===== config.mk =====
export PLATFORM = sky130hd
export DESIGN_NAME = i2s_adc_rx
export DESIGN_NICKNAME = d
export VERILOG_FILES = /design/src/rtl/i2s_pkg.sv /design/src/rtl/i2s_sync_edge.sv /design/src/rtl/i2s_adc_rx.sv
export SDC_FILE = /design/constraint.sdc
export NUM_CORES = 1
export LEC_CHECK = 0
export CAP_MARGIN = 40
export CORE_MARGIN = 2
export CORE_UTILIZATION = 50
export DETAILED_ROUTE_END_ITERATION = 8
export HOLD_SLACK_MARGIN = 0.06
export PLACE_DENSITY = 0.75
export SETUP_SLACK_MARGIN = 0.3
export SKIP_CTS_REPAIR_TIMING = 1
export SLEW_MARGIN = 40
export SYNTH_ARGS = -nofsm -noshare
export SYNTH_HDL_FRONTEND = slang
export SYNTH_SLANG_ARGS = --single-unit

===== constraint.sdc =====
create_clock -name clk32 -period 3.2 [get_ports clk32]
set_clock_uncertainty 0.15 [all_clocks]
set_input_delay 0.8 -clock clk32 [delete_from_list [all_inputs] [get_ports clk32]]
set_output_delay 0.8 -clock clk32 [all_outputs]
set_load 0.1 [all_outputs]

===== src/rtl/i2s_pkg.sv =====
// Shared I2S definitions: FSM state encoding, channel codes and default sample width.
package i2s_pkg;

  typedef enum logic [1:0] {
    StIdle,
    StShift,
    StWait
  } i2s_state_e;

  localparam logic I2S_CH_LEFT  = 1'b0;
  localparam logic I2S_CH_RIGHT = 1'b1;

  localparam int unsigned I2S_SAMPLE_W = 16;

endpackage


===== src/rtl/i2s_sync_edge.sv =====
// Synchronizes the codec bit clock, LR clock and ADC data into clk32 and flags bclk rising edges.
module i2s_sync_edge #(
  parameter int unsigned SYNC_STAGES = 2
) (
  input  logic clk32,
  input  logic rst,
  input  logic bclk_i,
  input  logic lrclk_i,
  input  logic adcdat_i,
  output logic bclk_rise,
  output logic lr_s,
  output logic dat_s
);

  logic [SYNC_STAGES-1:0] bclk_q, bclk_d;
  logic [SYNC_STAGES-1:0] lr_q, lr_d;
  logic [SYNC_STAGES-1:0] dat_q, dat_d;
  logic                   bclk_prev_q, bclk_prev_d;

  always_comb begin
    bclk_d      = {bclk_q[SYNC_STAGES-2:0], bclk_i};
    lr_d        = {lr_q[SYNC_STAGES-2:0], lrclk_i};
    dat_d       = {dat_q[SYNC_STAGES-2:0], adcdat_i};
    bclk_prev_d = bclk_q[SYNC_STAGES-1];
  end

  always_ff @(posedge clk32 or posedge rst) begin
    if (rst) begin
      bclk_q      <= '0;
      lr_q        <= '0;
      dat_q       <= '0;
      bclk_prev_q <= 1'b0;
    end else begin
      bclk_q      <= bclk_d;
      lr_q        <= lr_d;
      dat_q       <= dat_d;
      bclk_prev_q <= bclk_prev_d;
    end
  end

  assign bclk_rise = bclk_q[SYNC_STAGES-1] & ~bclk_prev_q;
  assign lr_s      = lr_q[SYNC_STAGES-1];
  assign dat_s     = dat_q[SYNC_STAGES-1];

endmodule


===== src/rtl/i2s_adc_rx.sv =====
// I2S ADC receiver: deserializes left/right words and presents stereo pairs on valid/ready.
// Define I2S_RX_OVERRUN_CNT_EN to add a saturating overrun counter (overrun_cnt_o, overrun_clr_i).
module i2s_adc_rx
  import i2s_pkg::*;
#(
  parameter int unsigned SAMPLE_W    = I2S_SAMPLE_W,
  parameter int unsigned SYNC_STAGES = 2
) (
  input  logic                clk32,
  input  logic                rst,
  input  logic                bclk_i,
  input  logic                lrclk_i,
  input  logic                adcdat_i,
  input  logic                enable_i,
  output logic [SAMPLE_W-1:0] out_left_o,
  output logic [SAMPLE_W-1:0] out_right_o,
  output logic                out_valid_o,
  input  logic                out_ready_i,
  output logic                overrun_o,
  output logic                frame_err_o
`ifdef I2S_RX_OVERRUN_CNT_EN
  ,
  input  logic                overrun_clr_i,
  output logic [15:0]         overrun_cnt_o
`endif
);

  localparam int unsigned CntW = $clog2(SAMPLE_W + 1);

  logic bclk_rise, lr_s, dat_s;

  i2s_sync_edge #(
    .SYNC_STAGES(SYNC_STAGES)
  ) u_sync (
    .clk32    (clk32),
    .rst      (rst),
    .bclk_i   (bclk_i),
    .lrclk_i  (lrclk_i),
    .adcdat_i (adcdat_i),
    .bclk_rise(bclk_rise),
    .lr_s     (lr_s),
    .dat_s    (dat_s)
  );

  i2s_state_e          state_q, state_d;
  logic                chan_q, chan_d;
  logic [CntW-1:0]     cnt_q, cnt_d;
  logic [SAMPLE_W-1:0] shift_q, shift_d;
  logic [SAMPLE_W-1:0] left_hold_q, left_hold_d;
  logic                left_ok_q, left_ok_d;
  logic                lr_prev_q, lr_prev_d;
  logic                lr_seen_q, lr_seen_d;
  logic [SAMPLE_W-1:0] out_left_q, out_left_d;
  logic [SAMPLE_W-1:0] out_right_q, out_right_d;
  logic                out_valid_q, out_valid_d;
  logic                overrun_q, overrun_d;
  logic                frame_err_q, frame_err_d;
  logic                lr_edge, pair_form;

  // No edge is reported until one LR level has been sampled since reset.
  assign lr_edge = bclk_rise & lr_seen_q & (lr_s != lr_prev_q);

  always_comb begin
    state_d     = state_q;
    chan_d      = chan_q;
    cnt_d       = cnt_q;
    shift_d     = shift_q;
    left_hold_d = left_hold_q;
    left_ok_d   = left_ok_q;
    lr_prev_d   = lr_prev_q;
    lr_seen_d   = lr_seen_q;
    out_left_d  = out_left_q;
    out_right_d = out_right_q;
    out_valid_d = out_valid_q;
    overrun_d   = 1'b0;
    frame_err_d = 1'b0;
    pair_form   = 1'b0;

    if (bclk_rise) begin
      lr_prev_d = lr_s;
      lr_seen_d = 1'b1;
    end

    if (!enable_i) begin
      state_d   = StIdle;
      // A stale left word must not pair with a right word after re-enable.
      left_ok_d = 1'b0;
    end else if (bclk_rise) begin
      unique case (state_q)
        StIdle: begin
          if (lr_edge) begin
            state_d = StShift;
            chan_d  = lr_s;
            cnt_d   = '0;
          end
        end
        StShift: begin
          if (lr_edge) begin
            frame_err_d = 1'b1;
            left_ok_d   = 1'b0;
            chan_d      = lr_s;
            cnt_d       = '0;
          end else begin
            shift_d[SAMPLE_W - 1 - int'(cnt_q)] = dat_s;
            cnt_d = cnt_q + CntW'(1);
            if (cnt_q == CntW'(SAMPLE_W - 1)) begin
              state_d = StWait;
              if (chan_q == I2S_CH_LEFT) begin
                left_hold_d = shift_d;
                left_ok_d   = 1'b1;
              end else if (left_ok_q) begin
                pair_form = 1'b1;
                left_ok_d = 1'b0;
              end
            end
          end
        end
        StWait: begin
          if (lr_edge) begin
            state_d = StShift;
            chan_d  = lr_s;
            cnt_d   = '0;
          end
        end
        default: state_d = StIdle;
      endcase
    end

    if (pair_form) begin
      if (!out_valid_q || out_ready_i) begin
        out_left_d  = left_hold_q;
        out_right_d = shift_d;
        out_valid_d = 1'b1;
      end else begin
        overrun_d = 1'b1;
      end
    end else if (out_valid_q && out_ready_i) begin
      out_valid_d = 1'b0;
    end
  end

  always_ff @(posedge clk32 or posedge rst) begin
    if (rst) begin
      state_q     <= StIdle;
      chan_q      <= I2S_CH_LEFT;
      cnt_q       <= '0;
      shift_q     <= '0;
      left_hold_q <= '0;
      left_ok_q   <= 1'b0;
      lr_prev_q   <= 1'b0;
      lr_seen_q   <= 1'b0;
      out_left_q  <= '0;
      out_right_q <= '0;
      out_valid_q <= 1'b0;
      overrun_q   <= 1'b0;
      frame_err_q <= 1'b0;
    end else begin
      state_q     <= state_d;
      chan_q      <= chan_d;
      cnt_q       <= cnt_d;
      shift_q     <= shift_d;
      left_hold_q <= left_hold_d;
      left_ok_q   <= left_ok_d;
      lr_prev_q   <= lr_prev_d;
      lr_seen_q   <= lr_seen_d;
      out_left_q  <= out_left_d;
      out_right_q <= out_right_d;
      out_valid_q <= out_valid_d;
      overrun_q   <= overrun_d;
      frame_err_q <= frame_err_d;
    end
  end

  assign out_left_o  = out_left_q;
  assign out_right_o = out_right_q;
  assign out_valid_o = out_valid_q;
  assign overrun_o   = overrun_q;
  assign frame_err_o = frame_err_q;

`ifdef I2S_RX_OVERRUN_CNT_EN
  logic [15:0] ovr_cnt_q, ovr_cnt_d;

  // Clear has priority over a coincident overrun.
  always_comb begin
    ovr_cnt_d = ovr_cnt_q;
    if (overrun_clr_i) begin
      ovr_cnt_d = '0;
    end else if (overrun_d && (ovr_cnt_q != 16'hFFFF)) begin
      ovr_cnt_d = ovr_cnt_q + 16'd1;
    end
  end

  always_ff @(posedge clk32 or posedge rst) begin
    if (rst) begin
      ovr_cnt_q <= '0;
    end else begin
      ovr_cnt_q <= ovr_cnt_d;
    end
  end

  assign overrun_cnt_o = ovr_cnt_q;
`endif

endmodule


==> results.toml, run 1 <==
[synthesis]
avgSynthCellArea_um2 = 14.16
ys_warn_count = 0
synth-simple-area-share = 0.08570
muxShareOfSynthArea = 0.2472
synth_compound_area_frac = 0.05195
syn_area_um2 = 3781
ys_seq_area_frac = 0.5625
synth-xor-area-share = 0.002316
syn_inst = 267
synth_fa_ha_area_frac = 0.01655
ys_seq_elements = 85
yosys.cell_types.count = 34
synth_top_family_by_area = "multiplexers"
syn-num-nets = 279

[routing]
routedWlPerCell_um = 15.93
num_vias = 2269
drt_iter0_drc = 81
drtPass1Iterations = 4
viasPerCell = 5.454
drt-total-wl_um = 6625
ant_nets = 0
drc_errors = 0

[critical_path]
crit_buf_inv = 1
slowest_delay_ns = 0.57
critPathLaunchType = "flop"
critical_path.cell_chain = "ha_1, nand2_1, or4_4, nor4_4, buf_4, mux2_2"
critPathRequiredTime_ns = 3.29
r2r-end = "out_left_o[5]"
r2r-start = "cnt_q[1]"
cp.arrival_ns = 2.80
critical_path.top_delay_family = "simple AND/OR/NAND/NOR gates"
endpoint_kind = "flop"
critPathMaxFanout = 16
reg2reg_depth = 6
crit_type = "flop to flop"
reg2reg_setup_slack_ns = 0.48
crit_slowest_cell = "or4_4"

[sta]
fin_tns_setup_ns = 0
slew_violations = 0
rsz0062_at_grt = "no"
relSlewSlack = 0.5230
setup-violations-final = 0
fin_crit_ns = 2.715
worst_pin_slew_ns = 0.7131
finalCritPeriodShare = 0.8486
max_freq_ghz = 0.3683
hold_viol = 0

[global_routing]
grt_pass1_vias = 2359
antenna_found_initial = 0
grt_first_pass_wirelength_um = 11610
overflow = 0
grt_start_max_net_pins = 39
grt_usage = 0.1776

[finish]
layout_common_cells = "85 x dfrtp_1, 81 x mux2_2, 43 x buf_4"
regArea_um2 = 2127
nets = 324
fin_cells = 416
layout_commonest_cell = "dfrtp_1"
nFillCells = 614
multi_input_area_um2 = 1530
syn2layout_area_growth_pct = 18.50
layout-drive-gt1-share = 0.4700
n_antenna_cell = 0

[clock_network]
max-clock-path-buffers = 2
cts_tree = "done"
cts_made_buffers = 9
insertion_delay_ns = 0.35
clk_pin_slew_ns = 0.08
cts-root-buf = "clkbuf_8"
cts.sinks = 85
htreeDepth = 3

[hold_path]
hold_depth = 0
hp-start = "u_sync.bclk_q[0]"
min_to = "u_sync.bclk_q[1]"
hold_path.class = "flop to flop"

[floorplanning]
die_h_um = 90.96
initial_core_util = 0.5185
fp.coreArea_um2 = 7292
dieArea_um2 = 8274
die_w_um = 90.96
ioPinCount = 42
row_count = 31

[status]
outcome = "complete, no violations"

[place]
dp.cells = 400
gp_congestion = 0.7717
io_buffers = 41
hpwl_um = 4408

[power_and_ir_drop]
power.density_nw_per_um2 = 476.9
power.leakage_nw = 2.169
peakVddDrop_mv = 0.2987

[flow_run]
maxCapViolCount = 0
-- final cells by class --
| type | count | share of cell area |
|---|---|---|
| Tap cell | 99 | 0.02765 |
| Clock buffer | 9 | 0.02765 |
| Multi-Input combinational cell | 158 | 0.3415 |
| Sequential cell | 85 | 0.4747 |
| Timing Repair Buffer | 51 | 0.09439 |
| Inverter | 7 | 0.006702 |
| Clock inverter | 7 | 0.02737 |
-- how the worst max path moves through the flow --
stage                     startpoint             end  slack, ns  depth (start not counted)
after global placement      enable_i  out_right_o[0]       0.31                          5
after floorplan             cnt_q[1]  left_hold_q[0]       0.66                          7
final                       cnt_q[1]   out_left_o[5]       0.48                          6
after CTS                   cnt_q[1]   out_left_o[1]       0.37                          6
after global routing        cnt_q[1]   out_left_o[5]       0.37                          6
after detailed placement    enable_i  out_right_o[0]       0.21                          5
-- synthesized netlist by cell type (all sizes together) --
cell type	n	area [µm²]
nand3	2	10.01
nand3b	1	7.510
nor4	2	42.54
nor4b	4	35.03
nor4bb	8	80.08
nand4b	4	35.03
nor2	5	18.77
or2	1	6.260
a21o	2	15.01
or4	2	15.01
o221a	1	11.26
dfrtp	85	2127
a21oi	5	25.02
o21ai	1	5.000
buf	8	67.56
a2111oi	2	17.52
ha	5	62.56
nand2b	4	25.02
nand4	1	6.260
a22o	9	78.83
and2	1	6.260
xor2	1	8.760
o2bb2ai	1	8.760
a211oi	3	27.52
inv	7	26.28
nand2	7	26.28
clkbuf	9	33.78
nor3	2	10.01
mux2	83	934.6
a21boi	1	7.510
-- sequential cells by signal, summed over array words and instances (netlist names), 2 cells and up --
register       count
left_hold_q       16
out_left_o        16
out_right_o       16
shift_q           16
cnt_q              5
state_q            2
u_sync.bclk_q      2
u_sync.dat_q       2
u_sync.lr_q        2
-- power breakdown --
| part | switching, mW | internal, mW |
|---|---|---|
| Clock | 0.386 | 0.523 |
| Combinational | 0.0652 | 0.0462 |
| Sequential | 0.0246 | 1.09 |
-- metrics by stage --
stage,hold WS (ns),util,power (mW),setup WS [ns],instance area (µm²)
4_1_cts,0.2079,0.6139,2.160,0.3681,4477
3_5_place_dp,0.1871,0.5801,1.249,0.2122,4230
2_1_floorplan,0.1812,-,1.210,0.6644,3785
3_3_place_gp,0.1828,0.5801,1.246,0.3063,4230
6_report,0.2048,0.6144,2.137,0.4846,4481
5_1_grt,0.2122,0.6144,2.228,0.3714,4481
-- cells by family (layout without fill, tap and decap cells) --
group                    Yosys count  after routing
flip-flops                        85             85
buffers and inverters             24             74
AO/OA/AOI/OAI                     25             25
multiplexers                      83             83
AND/OR/NAND/NOR                   44             44
XOR/XNOR                           1              1
adder cells (fa/ha/maj)            5              5
-- layer usage --
| metal | global-route usage | vias up | wire length, µm |
|---|---|---|---|
| met5 | 0 | - | 0 |
| met4 | 0.06439 | 0 | 111 |
| met3 | 0.03817 | 10 | 206 |
| met2 | 0.2951 | 42 | 3265 |
| met1 | 0.2304 | 1141 | 3041 |
| li1 | - | 1076 | - |
(Power assumes the default switching activity.)
==> run 2: changes to the inputs <==
==> constraint.sdc (replaced) <==
create_clock -name clk32 -period 2.4 [get_ports clk32]
set_clock_uncertainty 0.15 [all_clocks]
set_input_delay 0.6 -clock clk32 [delete_from_list [all_inputs] [get_ports clk32]]
set_output_delay 0.6 -clock clk32 [all_outputs]
set_load 0.1 [all_outputs]
==> run 2 against run 1 <==
Wire length is 16% higher. Core utilization is 7.3 points higher. Critical path type unchanged. Total power is 30% higher. Count of clock-buffer cells in the layout is 2 higher. Critical path depth stayed put. Sequential share of layout area is 5.0 points lower. Via count is 6.5% higher. Cell count is 4.6% higher. Clock power is 21% higher. Sequential cell count stayed put. Largest cell class unchanged.
==> results.toml, run 2 (same netlist as run 1, synthesis figures left out) <==
[power_and_ir_drop]
power.leakage_nw = 2.328
power.density_nw_per_um2 = 556.3
power_mw = 2.787
peakVddDrop_mv = 0.5635

[critical_path]
critPathMaxFanout = 4
critPathLaunchType = "flop"
critPathRequiredTime_ns = 2.49
endpoint_kind = "flop"
reg2reg_setup_slack_ns = 0.01
cp.arrival_ns = 2.48
crit_type = "flop to flop"

[place]
gp_congestion = 0.8470
hpwl_um = 4494
io_buffers = 41

[clock_network]
max-clock-path-buffers = 2
insertion_delay_ns = 0.36
cts_made_buffers = 9
cts-root-buf = "clkbuf_8"
clk_pin_slew_ns = 0.08
cts.sinks = 85
cts_tree = "done"
htreeDepth = 3

[routing]
drt_iter0_drc = 225
drt-total-wl_um = 7700
num_vias = 2416
routedWlPerCell_um = 17.70
drtPass1Iterations = 4
ant_nets = 0
drc_errors = 0
viasPerCell = 5.554

[floorplanning]
dieArea_um2 = 8274
ioPinCount = 42
fp.coreArea_um2 = 7292
die_w_um = 90.96
initial_core_util = 0.5185
row_count = 31
die_h_um = 90.96

[sta]
fin_crit_ns = 2.386
slew_violations = 0
finalCritPeriodShare = 0.9943
setup-violations-final = 0
max_freq_ghz = 0.4191
rsz0062_at_grt = "yes"
hold_viol = 0
relSlewSlack = 0.6193
holdWs_ns = 0.2071
worst_pin_slew_ns = 0.5566

[finish]
nets = 343
nFillCells = 524
n_antenna_cell = 0
layout_common_cells = "85 x dfrtp_1, 52 x buf_4, 42 x mux2_2"
layout-drive-gt1-share = 0.5565
syn2layout_area_growth_pct = 32.49
layout_commonest_cell = "dfrtp_1"
final_core_util = 0.6870

[flow_run]
maxCapViolCount = 0

[global_routing]
grt_usage = 0.1778
grt_pass1_vias = 2413
grt_start_max_net_pins = 86
grt_first_pass_wirelength_um = 11740
overflow = 0
antenna_found_initial = 0

[status]
outcome = "complete, no violations"

[hold_path]
hold_path.class = "flop to flop"
-- run 2: changes by cell type in the layout (fill, tap and decap cells not counted), sizes merged --
cell / delta
buf: +17
clkbuf: +4
clkinv: -2
bufinv: -1
clkdlybuf4s50: -1
clkinvlp: +1
dlymetal6s2s: +1
-- run 2: stage by stage --
stage	instance area, µm²	setup slack [ns]	TNS [ns]	std cells
3_5_place_dp	4323	-0.2804	-9.208	411
4_1_cts	4538	-0.1744	-4.105	427
2_1_floorplan	3795	-0.1331	-1.958	267
6_report	5010	0.01374	0	435
3_3_place_gp	4323	-0.2454	-8.876	411
5_1_grt	5010	-0.03734	-0.1807	435
-- run 2: final cells by class --
type / instances / area [µm²] / area share
Sequential cell: 85 / 2127 / 0.4246
Multi-Input combinational cell: 158 / 1857 / 0.3706
Timing Repair Buffer: 70 / 656.9 / 0.1311
Clock buffer: 11 / 131.4 / 0.02622
Tap cell: 99 / 123.9 / 0.02473
Clock inverter: 5 / 83.83 / 0.01673
Inverter: 7 / 30.03 / 0.005994
-- run 2: worst paths after layout --
kind	from	endpoint	cells past startpoint
max	cnt_q[0]	out_right_o[9]	6
min reg2reg	u_sync.dat_q[0]	u_sync.dat_q[1]	0
min	u_sync.dat_q[0]	u_sync.dat_q[1]	0
min in group asynchronous	rst	out_left_o[4]	3
max reg2reg	cnt_q[0]	out_right_o[9]	6
max in group asynchronous	rst	out_valid_o	3
-- run 2: per-layer routing --
metal,part of all wire,GRT usage,vias up
met5,0,0,-
met4,0.018,0.06818,0
met3,0.040,0.03983,15
met2,0.49,0.2809,71
met1,0.45,0.2410,1232
li1,-,-,1098
-- run 2: worst max-delay path, cell delays in order (launching register included) --
cell,delay [ns]
dfrtp_1,0.42
inv_1,0.17
ha_2,0.25
nor4bb_2,0.34
mux2_2,0.39
mux2_2,0.29
mux2_4,0.26
-- run 2: where the power goes --
group | internal (mW) | switching (mW)
clock | 0.591 | 0.510
combinational | 0.0922 | 0.109
sequential | 1.45 | 0.0310
total | 2.14 | 0.650
